`config.mk`:
```
export PLATFORM = sky130hd
export DESIGN_NAME = uart_rx
export DESIGN_NICKNAME = d
export VERILOG_FILES = /design/src/rtl/uart_pkg.sv /design/src/rtl/uart_sync2.sv /design/src/rtl/uart_rx.sv
export SDC_FILE = /design/constraint.sdc
export NUM_CORES = 1
export LEC_CHECK = 0
export ABC_AREA = 1
export CORE_ASPECT_RATIO = 1.25
export CORE_MARGIN = 2
export CORE_UTILIZATION = 50
export DETAILED_ROUTE_END_ITERATION = 10
export GPL_ROUTABILITY_DRIVEN = 1
export GPL_TIMING_DRIVEN = 0
export PLACE_DENSITY = 0.76
export SLEW_MARGIN = 20
export SYNTH_ARGS = -nofsm -noshare
export SYNTH_HDL_FRONTEND = slang
export SYNTH_SLANG_ARGS = --single-unit
```
`constraint.sdc`:
```
create_clock -name bclk -period 1.35 [get_ports bclk]
set_input_delay 0.405 -clock bclk [delete_from_list [all_inputs] [get_ports bclk]]
set_output_delay 0.405 -clock bclk [all_outputs]
set_load 0.005 [all_outputs]
```
`src/rtl/uart_pkg.sv`:
```
// Shared UART definitions: receiver states, default framing parameters and
// the mid-bit vote phases, kept here so the transmitter can reuse them.
package uart_pkg;

    localparam int OSR_DEFAULT       = 16;
    localparam int DATA_BITS_DEFAULT = 8;

    localparam int VOTE_PH_A = 7;
    localparam int VOTE_PH_B = 8;
    localparam int VOTE_PH_C = 9;

    typedef enum logic [2:0] {
        ST_IDLE  = 3'd0,
        ST_START = 3'd1,
        ST_DATA  = 3'd2,
        ST_STOP  = 3'd3,
        ST_BREAK = 3'd4
    } uart_state_e;

    function automatic logic majority3(input logic a, input logic b, input logic c);
        return (a & b) | (a & c) | (b & c);
    endfunction

endpackage

```
`src/rtl/uart_sync2.sv`:
```
// Two-flop synchronizer for an asynchronous single-bit input, with a
// parameterized reset value so an idle-high line reads idle out of reset.
module uart_sync2 #(
    parameter logic RESET_VAL = 1'b1
) (
    input  logic clk,
    input  logic rst,
    input  logic d,
    output logic q
);

    logic meta_r;
    logic sync_r;

    // Metastability filter: two back-to-back flops.
    always_ff @(posedge clk or negedge rst) begin
        if (!rst) begin
            meta_r <= RESET_VAL;
            sync_r <= RESET_VAL;
        end else begin
            meta_r <= d;
            sync_r <= meta_r;
        end
    end

    assign q = sync_r;

endmodule

```
`src/rtl/uart_rx.sv`:
```
// Oversampling 8N1 UART receiver: start-edge detect, 3-sample majority vote
// at mid-bit, LSB-first shift, stop-bit check with break hold-off.
module uart_rx
    import uart_pkg::*;
#(
    parameter int OSR       = OSR_DEFAULT,
    parameter int DATA_BITS = DATA_BITS_DEFAULT
) (
    input  logic                 bclk,
    input  logic                 rst,
    input  logic                 rxd,
    output logic [DATA_BITS-1:0] dout,
    output logic                 rx_ready,
    output logic                 frame_err
);

    localparam int CW = $clog2(OSR);
    localparam int IW = (DATA_BITS > 1) ? $clog2(DATA_BITS) : 1;

    localparam logic [CW-1:0] PH_A    = CW'(VOTE_PH_A);
    localparam logic [CW-1:0] PH_B    = CW'(VOTE_PH_B);
    localparam logic [CW-1:0] PH_C    = CW'(VOTE_PH_C);
    localparam logic [CW-1:0] PH_LAST = CW'(OSR - 1);
    localparam logic [CW-1:0] PH_ONE  = CW'(1);
    localparam logic [IW-1:0] IDX_END = IW'(DATA_BITS - 1);
    localparam logic [IW-1:0] IDX_ONE = IW'(1);

    logic                 rxd_s;
    uart_state_e          state_r;
    logic [CW-1:0]        phase_r;
    logic [IW-1:0]        bit_idx_r;
    logic [DATA_BITS-1:0] shift_r;
    logic [DATA_BITS-1:0] dout_r;
    logic [1:0]           sample_r;
    logic                 rx_ready_r;
    logic                 frame_err_r;
    logic                 voted_s;
    logic                 bit_end_s;
    logic                 vote_now_s;
    logic [CW-1:0]        phase_next_s;

    uart_sync2 #(.RESET_VAL(1'b1)) u_sync (
        .clk (bclk),
        .rst (rst),
        .d   (rxd),
        .q   (rxd_s)
    );

    // The third vote sample is the live synchronized line at phase 9.
    assign voted_s      = majority3(sample_r[0], sample_r[1], rxd_s);
    assign bit_end_s    = (phase_r == PH_LAST);
    assign vote_now_s   = (phase_r == PH_C);
    assign phase_next_s = bit_end_s ? {CW{1'b0}} : (phase_r + PH_ONE);

    // Receiver FSM with registered data and single-cycle status pulses.
    always_ff @(posedge bclk or negedge rst) begin
        if (!rst) begin
            state_r     <= ST_IDLE;
            phase_r     <= {CW{1'b0}};
            bit_idx_r   <= {IW{1'b0}};
            shift_r     <= {DATA_BITS{1'b0}};
            dout_r      <= {DATA_BITS{1'b0}};
            sample_r    <= 2'b00;
            rx_ready_r  <= 1'b0;
            frame_err_r <= 1'b0;
        end else begin
            rx_ready_r  <= 1'b0;
            frame_err_r <= 1'b0;
            if (phase_r == PH_A) begin
                sample_r[0] <= rxd_s;
            end else if (phase_r == PH_B) begin
                sample_r[1] <= rxd_s;
            end else begin
                sample_r <= sample_r;
            end

            case (state_r)
                ST_IDLE: begin
                    phase_r   <= {CW{1'b0}};
                    bit_idx_r <= {IW{1'b0}};
                    if (!rxd_s) begin
                        state_r <= ST_START;
                    end
                end
                ST_START: begin
                    phase_r <= phase_next_s;
                    if (vote_now_s && voted_s) begin
                        state_r <= ST_IDLE;
                        phase_r <= {CW{1'b0}};
                    end else if (bit_end_s) begin
                        state_r   <= ST_DATA;
                        bit_idx_r <= {IW{1'b0}};
                    end
                end
                ST_DATA: begin
                    phase_r <= phase_next_s;
                    if (vote_now_s) begin
                        shift_r <= {voted_s, shift_r[DATA_BITS-1:1]};
                    end
                    if (bit_end_s) begin
                        if (bit_idx_r == IDX_END) begin
                            state_r <= ST_STOP;
                        end else begin
                            bit_idx_r <= bit_idx_r + IDX_ONE;
                        end
                    end
                end
                ST_STOP: begin
                    phase_r <= phase_next_s;
                    if (vote_now_s) begin
                        phase_r   <= {CW{1'b0}};
                        bit_idx_r <= {IW{1'b0}};
                        if (voted_s) begin
                            dout_r     <= shift_r;
                            rx_ready_r <= 1'b1;
                            state_r    <= ST_IDLE;
                        end else begin
                            frame_err_r <= 1'b1;
                            state_r     <= ST_BREAK;
                        end
                    end
                end
                ST_BREAK: begin
                    phase_r <= {CW{1'b0}};
                    if (rxd_s) begin
                        state_r <= ST_IDLE;
                    end
                end
                default: begin
                    state_r <= ST_IDLE;
                    phase_r <= {CW{1'b0}};
                end
            endcase
        end
    end

    assign dout      = dout_r;
    assign rx_ready  = rx_ready_r;
    assign frame_err = frame_err_r;

endmodule
```
After elaboration in Yosys (flattened, before gate mapping)
Index checks and enable logic that the tools add are counted.

word-level totals
  input bits = 3
  flip-flop bits (word level) = 32
  logic and storage cells = 70
  output and inout bits = 10

cells by class
  eq/ne operators = 18
  bitwise operators = 6
  muxes and demuxes = 25
  add/sub/neg operators = 2
  reduce and logical (&&, ||, !) cells = 8

operator list
  kind                 count
  $mux 3               13
  $pmux 3 s5           1
  $ne 2x2->1 const B   7
  $eq 4x4->1 const B   3
  $mux 4               3
  $pmux 3 s4           1
  $pmux 4 s3           1
  $reduce_and 6->1     2
  $eq 3x2->1 const B   2
  $eq 3x3->1 const B   2
  $mux 1               6
  $add 4x1->4 const B  1
  $eq 4x3->1 const B   1
  $reduce_and 2->1     2
  $reduce_bool 4->1    1
  $add 3x1->3 const B  1
  $and 1x1->1          3
  $eq 3x1->1 const B   1
  $logic_not 3->1      1
  $ne 3x3->1 const B   1
  $reduce_and 3->1     1
  $ne 2x1->1 const B   1
  $or 1x1->1           2
  $logic_and 1x1->1    1
  $not 1->1            1

Logic depth before layout (Yosys ltp)
  depth after elaboration = 6
  mapped depth = 9
  gate-level depth less buffers = 9

By module
From an unflattened synthesis, not the netlist that was laid out.

unflattened totals
  cell total of the unflattened synthesis = 157
  area, all modules = 1476.4 µm²

by module, submodules not included
  module      times used  sequential area each (µm²)  area each (µm²)  cells each
  uart_rx     1           750.7                       1423.9           155
  uart_sync2  1           52.6                        52.6             2

Worst setup path after synthesis
OpenSTA, ideal clock, no wires.

  kind = flip-flop to flip-flop
  start = reg phase_r[1]
  end = reg dout_r[0] (netlist: dout[0])
  buffers on the path = 1
  arrival time = 1.324 ns
  path slack = -0.100 ns
  cell stages (with the launch flop) = 9
  period minus slack after synthesis = 1.450 ns
  required time = 1.224 ns
  setup time = 0.126 ns
  cells stage by stage = dfrtp_1 inv_1 ha_1 nand3_4 inv_2 nand2_2 nor3_4 buf_6 o21ai_0

on the way
  word-level cells in the longest chain between the ends = 2

ends and longest elaborated chain
  what                        line            text
  start, declared             uart_rx.sv:30   logic [CW-1:0] phase_r;
  start signal, assigned      uart_rx.sv:59   phase_r <= {CW{1'b0}};
  start signal, assigned      uart_rx.sv:79   phase_r <= {CW{1'b0}};
  start signal, assigned      uart_rx.sv:86   phase_r <= phase_next_s;
  $eq 4x4->1                  uart_rx.sv:52   assign vote_now_s = (phase_r == PH_C);
  $reduce_and 3->1 (no line)  -
  end signal, assigned        uart_rx.sv:62   dout_r <= {DATA_BITS{1'b0}};
  end signal, assigned        uart_rx.sv:114  dout_r <= shift_r;
  end, declared               uart_rx.sv:33   logic [DATA_BITS-1:0] dout_r;

No other way between the ends.
A chain may end at the register's enable or synchronous reset.

Worst setup path after layout
  start = reg phase_r[0]
  end = reg dout_r[2] (netlist: dout[2])

Same word-level chain as after synthesis.

==> results by group <==
Run status
  • Outcome: finished with violations
  • Violations in the final reports: negative setup slack

Timing
  • Measured slew at the worst slew-check pin: roughly 0.7 ns
  • Number of hold violations in the final report: 0
  • Final worst hold slack: approximately 0.095 ns
  • Post-route fraction of the period consumed by the critical path: 115%
  • Worst Skew: around 0.0051 ns
  • Setup violation total in the final timing report: 26
  • Final count of pins violating max slew: 0
  • RSZ-0062 raised after global routing: yes
  • Normalized max-slew margin: between 50% and 60%
  • Final WS setup: -0.201 ns
  • Minimum period implied by the final worst setup slack: 1.55 ns
  • Maximum operating frequency: about 0.64 GHz
  • Setup tns final: -3.88 ns

Detailed routing
  • Number of DRC violations after detailed routing: 0
  • Count of vias placed by the detailed router: 1276
  • DR WL/cell: approximately 16 µm
  • Number of DRC violations after detailed-routing iteration 0: 85
  • 1st-pass router iterations: 4
  • Total length of routed wires: around 3800 µm
  • Vias/cell: approximately 5.3
  • Number of nets with antenna violations after detailed routing: 0

Logic synthesis
  • Synth top cells by count: 38 x nand2_1, 30 x dfrtp_1, 23 x inv_1
  • Most area-hungry cell type in the Yosys netlist: dfrtp_1
  • Synth Cell Area: around 1500 µm²
  • Seq cells post-synth: 32
  • Dominant cells by area after synthesis: dfrtp_1 51%, nand2_1 9.7%, inv_1 5.8%
  • Share of flip-flops with an asynchronous set or reset: 100%
  • Share of the synthesized area in the top cell type: a little over 50%
  • Cell variety after synth: 24
  • Post-synth top flop: dfrtp_1
  • Post-Syn Instances: 157
  • Library cell with the highest instance count after synthesis: nand2_1
  • Ys Warns: 0
  • Proportion of synthesized chip area in sequential cells: 54.4%
  • Post-Synthesis Net Count: approximately 170
  • Syn avg cell area: 9.40 µm²
  • Number of enable flip-flop cells after synthesis: 0

GRT
  • Wire length of the first global-routing pass: between 5000 and 6000 µm
  • Number of antenna violations at the first check in global routing: 0
  • GR Overflow Total: 0
  • Via count of the first global-routing pass: roughly 1300
  • Maximum number of pins on one net before global-route repair: 33
  • GRT Total Usage: between 20% and 30%

Critical path
  • CP Data Required Time: around 1.6 ns
  • Buffer and inverter count on the worst path: 4
  • Cell depth of the worst flop-to-flop path: 9
  • Worst Setup Start Kind: flip-flop
  • Most frequent cell on the critical path: buf_6
  • Endpoint type of the worst setup path: flip-flop
  • CP delay by family, top: buffers and inverters
  • Worst Setup Path Type: flip-flop to flip-flop
  • Stage delay of the slowest cell on the critical path: roughly 0.4 ns
  • Worst reg2reg path endpoint: dout[2]
  • Internal reg-to-reg setup slack: -0.20 ns
  • Reg2Reg Launch Point: phase_r[0]
  • Cell-by-cell listing of the critical path: buf_6 -> ha_4 -> nand3_4 -> inv_2 -> nand2_4 -> nor3_4 -> buf_6 -> buf_6 -> o21ai_2
  • Worst-path fanout max: 5
  • Critical-path cell with the highest stage delay: dfrtp_1
  • Arrival time of data at the critical path endpoint: approximately 1.8 ns

CTS
  • Cts hold-fix bufs: 0
  • Clock latency at the later pin of the worst-skew pair: 0.34 ns
  • Number of sinks handled by clock tree synthesis: 32
  • Clock tree from TritonCTS: built
  • Clock transition time at the flip-flop clock pins of the worst setup and hold paths: ~0.10 ns
  • Deepest clock path buffer count: 2
  • H-tree levels: 2
  • Number of buffers created by CTS: 5
  • Root buffer cell: clkbuf_4

Cells and area
  • Number of diodes: 0
  • Layout overhead on the synthesized area: 44.0%
  • End-of-flow core utilization: roughly 74%
  • Fraction of final layout cells with drive strength greater than 1: 47.3%
  • Final non-filler cell area: between 2000 and 2500 µm²
  • Net count of the finished layout: ~210

Floorplan
  • Area of the core: between 2000 and 3000 µm²
  • Site Rows: 22
  • Number of top-level pins: 13
  • Horizontal die dimension: 52.6 µm
  • Die Ht: around 65 µm
  • Die area: about 3400 µm²
  • Initial Util: about half

Placed design
  • Final RePlAce weighted congestion: roughly 0.79
  • Placement-stage cell area: ~1600 µm²
  • DP Wirelength: 1710 µm
  • Buffers added on ports: 12

Power and ir drop
  • Portion of total power attributed to the clock network: roughly a quarter
  • P_int: 0.00162 W
  • Peak VDD IR: 1.08 mV
  • Combinational share of power: ~30%
  • Fraction of power spent switching nets: between 30% and 40%
  • Net switching power figure: 0.000825 W
  • Leakage power: ~1.1 nW
  • Sequential share of power: between 40% and 50%
  • Power density cells: 1150 nW/µm²

Job
  • Number of violations of the max-capacitance limit: 0

Worst hold path
  • Type of the worst min-delay path: input port to asynchronous set/reset pin
-- flip-flops by register name (all words and copies together) (netlist names) --
| register | flops |
|---|---|
| dout | 8 |
| shift_r | 8 |
| phase_r | 4 |
| bit_idx_r | 3 |
| state_r | 3 |
| sample_r | 2 |
| frame_err | 1 |
| rx_ready | 1 |
| u_sync.meta_r | 1 |
| u_sync.q | 1 |
-- stage by stage --
| stage | power [W] | setup WS [ns] | std cells |
|---|---|---|---|
| after floorplan | 0.00138 | -0.0989 | 157 |
| after global placement | 0.00146 | -0.635 | 205 |
| after detailed placement | 0.00148 | -0.272 | 205 |
| after CTS | 0.00233 | -0.187 | 234 |
| after global routing | 0.00255 | -0.267 | 239 |
| final | 0.00244 | -0.201 | 239 |
-- final cells by class --
type | instances | area, µm²
inverters | 24 | 92.6
flip-flops and latches | 32 | 805
clock buffers | 7 | 65.1
multi-input cells | 100 | 800
plain buffers | 2 | 22.5
fillers | 208 | 764
repair buffers | 38 | 297
well taps | 36 | 45.0
-- how the worst max path moves through the flow --
stage	slack [ns]	depth (start not counted)	start	endpoint
CTS	-0.19	9	phase_r[1]	dout[4]
global route	-0.27	9	phase_r[0]	dout[2]
floorplan	-0.1	8	phase_r[1]	dout[0]
finish	-0.20	9	phase_r[0]	dout[2]
global placement	-0.64	1	rst	bit_idx_r[2]
detailed placement	-0.27	8	phase_r[1]	dout[4]
-- worst register-to-register path: stages (launching register included) --
cell and delay [ns]:
dfrtp_1 0.40, buf_6 0.13, ha_4 0.13, nand3_4 0.10, inv_2 0.10, nand2_4 0.06, nor3_4 0.20, buf_6 0.15
buf_6 0.13, o21ai_2 0.06
-- power by group through the flow --
stage	logic (W)	clock network [W]	registers, W
floorplan	0.000290	0	0.00109
global placement	0.000354	0	0.00110
detailed placement	0.000371	0	0.00111
CTS	0.000617	0.000620	0.00109
global route	0.000793	0.000657	0.00110
finish	0.000728	0.000614	0.00110
-- kinds of logic after synthesis --
kind of cell	synth area share, %
xor+xnor	0.593
buf+inv	7.63
flops	54.4
compound gates	7.54
fa+ha+maj	4.24
simple gates	21.0
mux	4.58
-- per-layer routing --
metal	up-vias	wire, µm	GRT usage [%]
li1	603	-	-
met5	-	0	0
met4	0	116	10.6
met3	14	133	7.14
met2	31	2260	41.7
met1	628	1310	24.2
-- what timing repair did --
action                     in CTS  in global routing
setup endpoints to repair      34                 36
setup buffers                  20                  6
pin swaps                      15                 12
hold endpoints to repair        0                  0
cloned                          2                  0
resized for setup              75                 32
-- placed cells by master, fill, tap and decap left out, types with 3 or more instances in the layout --
master,count
clkbuf_4,5
o21ai_2,7
nand2_2,3
clkbuf_2,8
ha_1,3
nand2_1,28
buf_4,19
inv_2,3
o21ai_1,6
nor2_1,7
dfrtp_1,29
nor2_4,6
nand2_4,9
nand3_2,4
nand4_1,3
inv_1,20
mux2_4,5
buf_6,9
(Power assumes the default switching activity.)
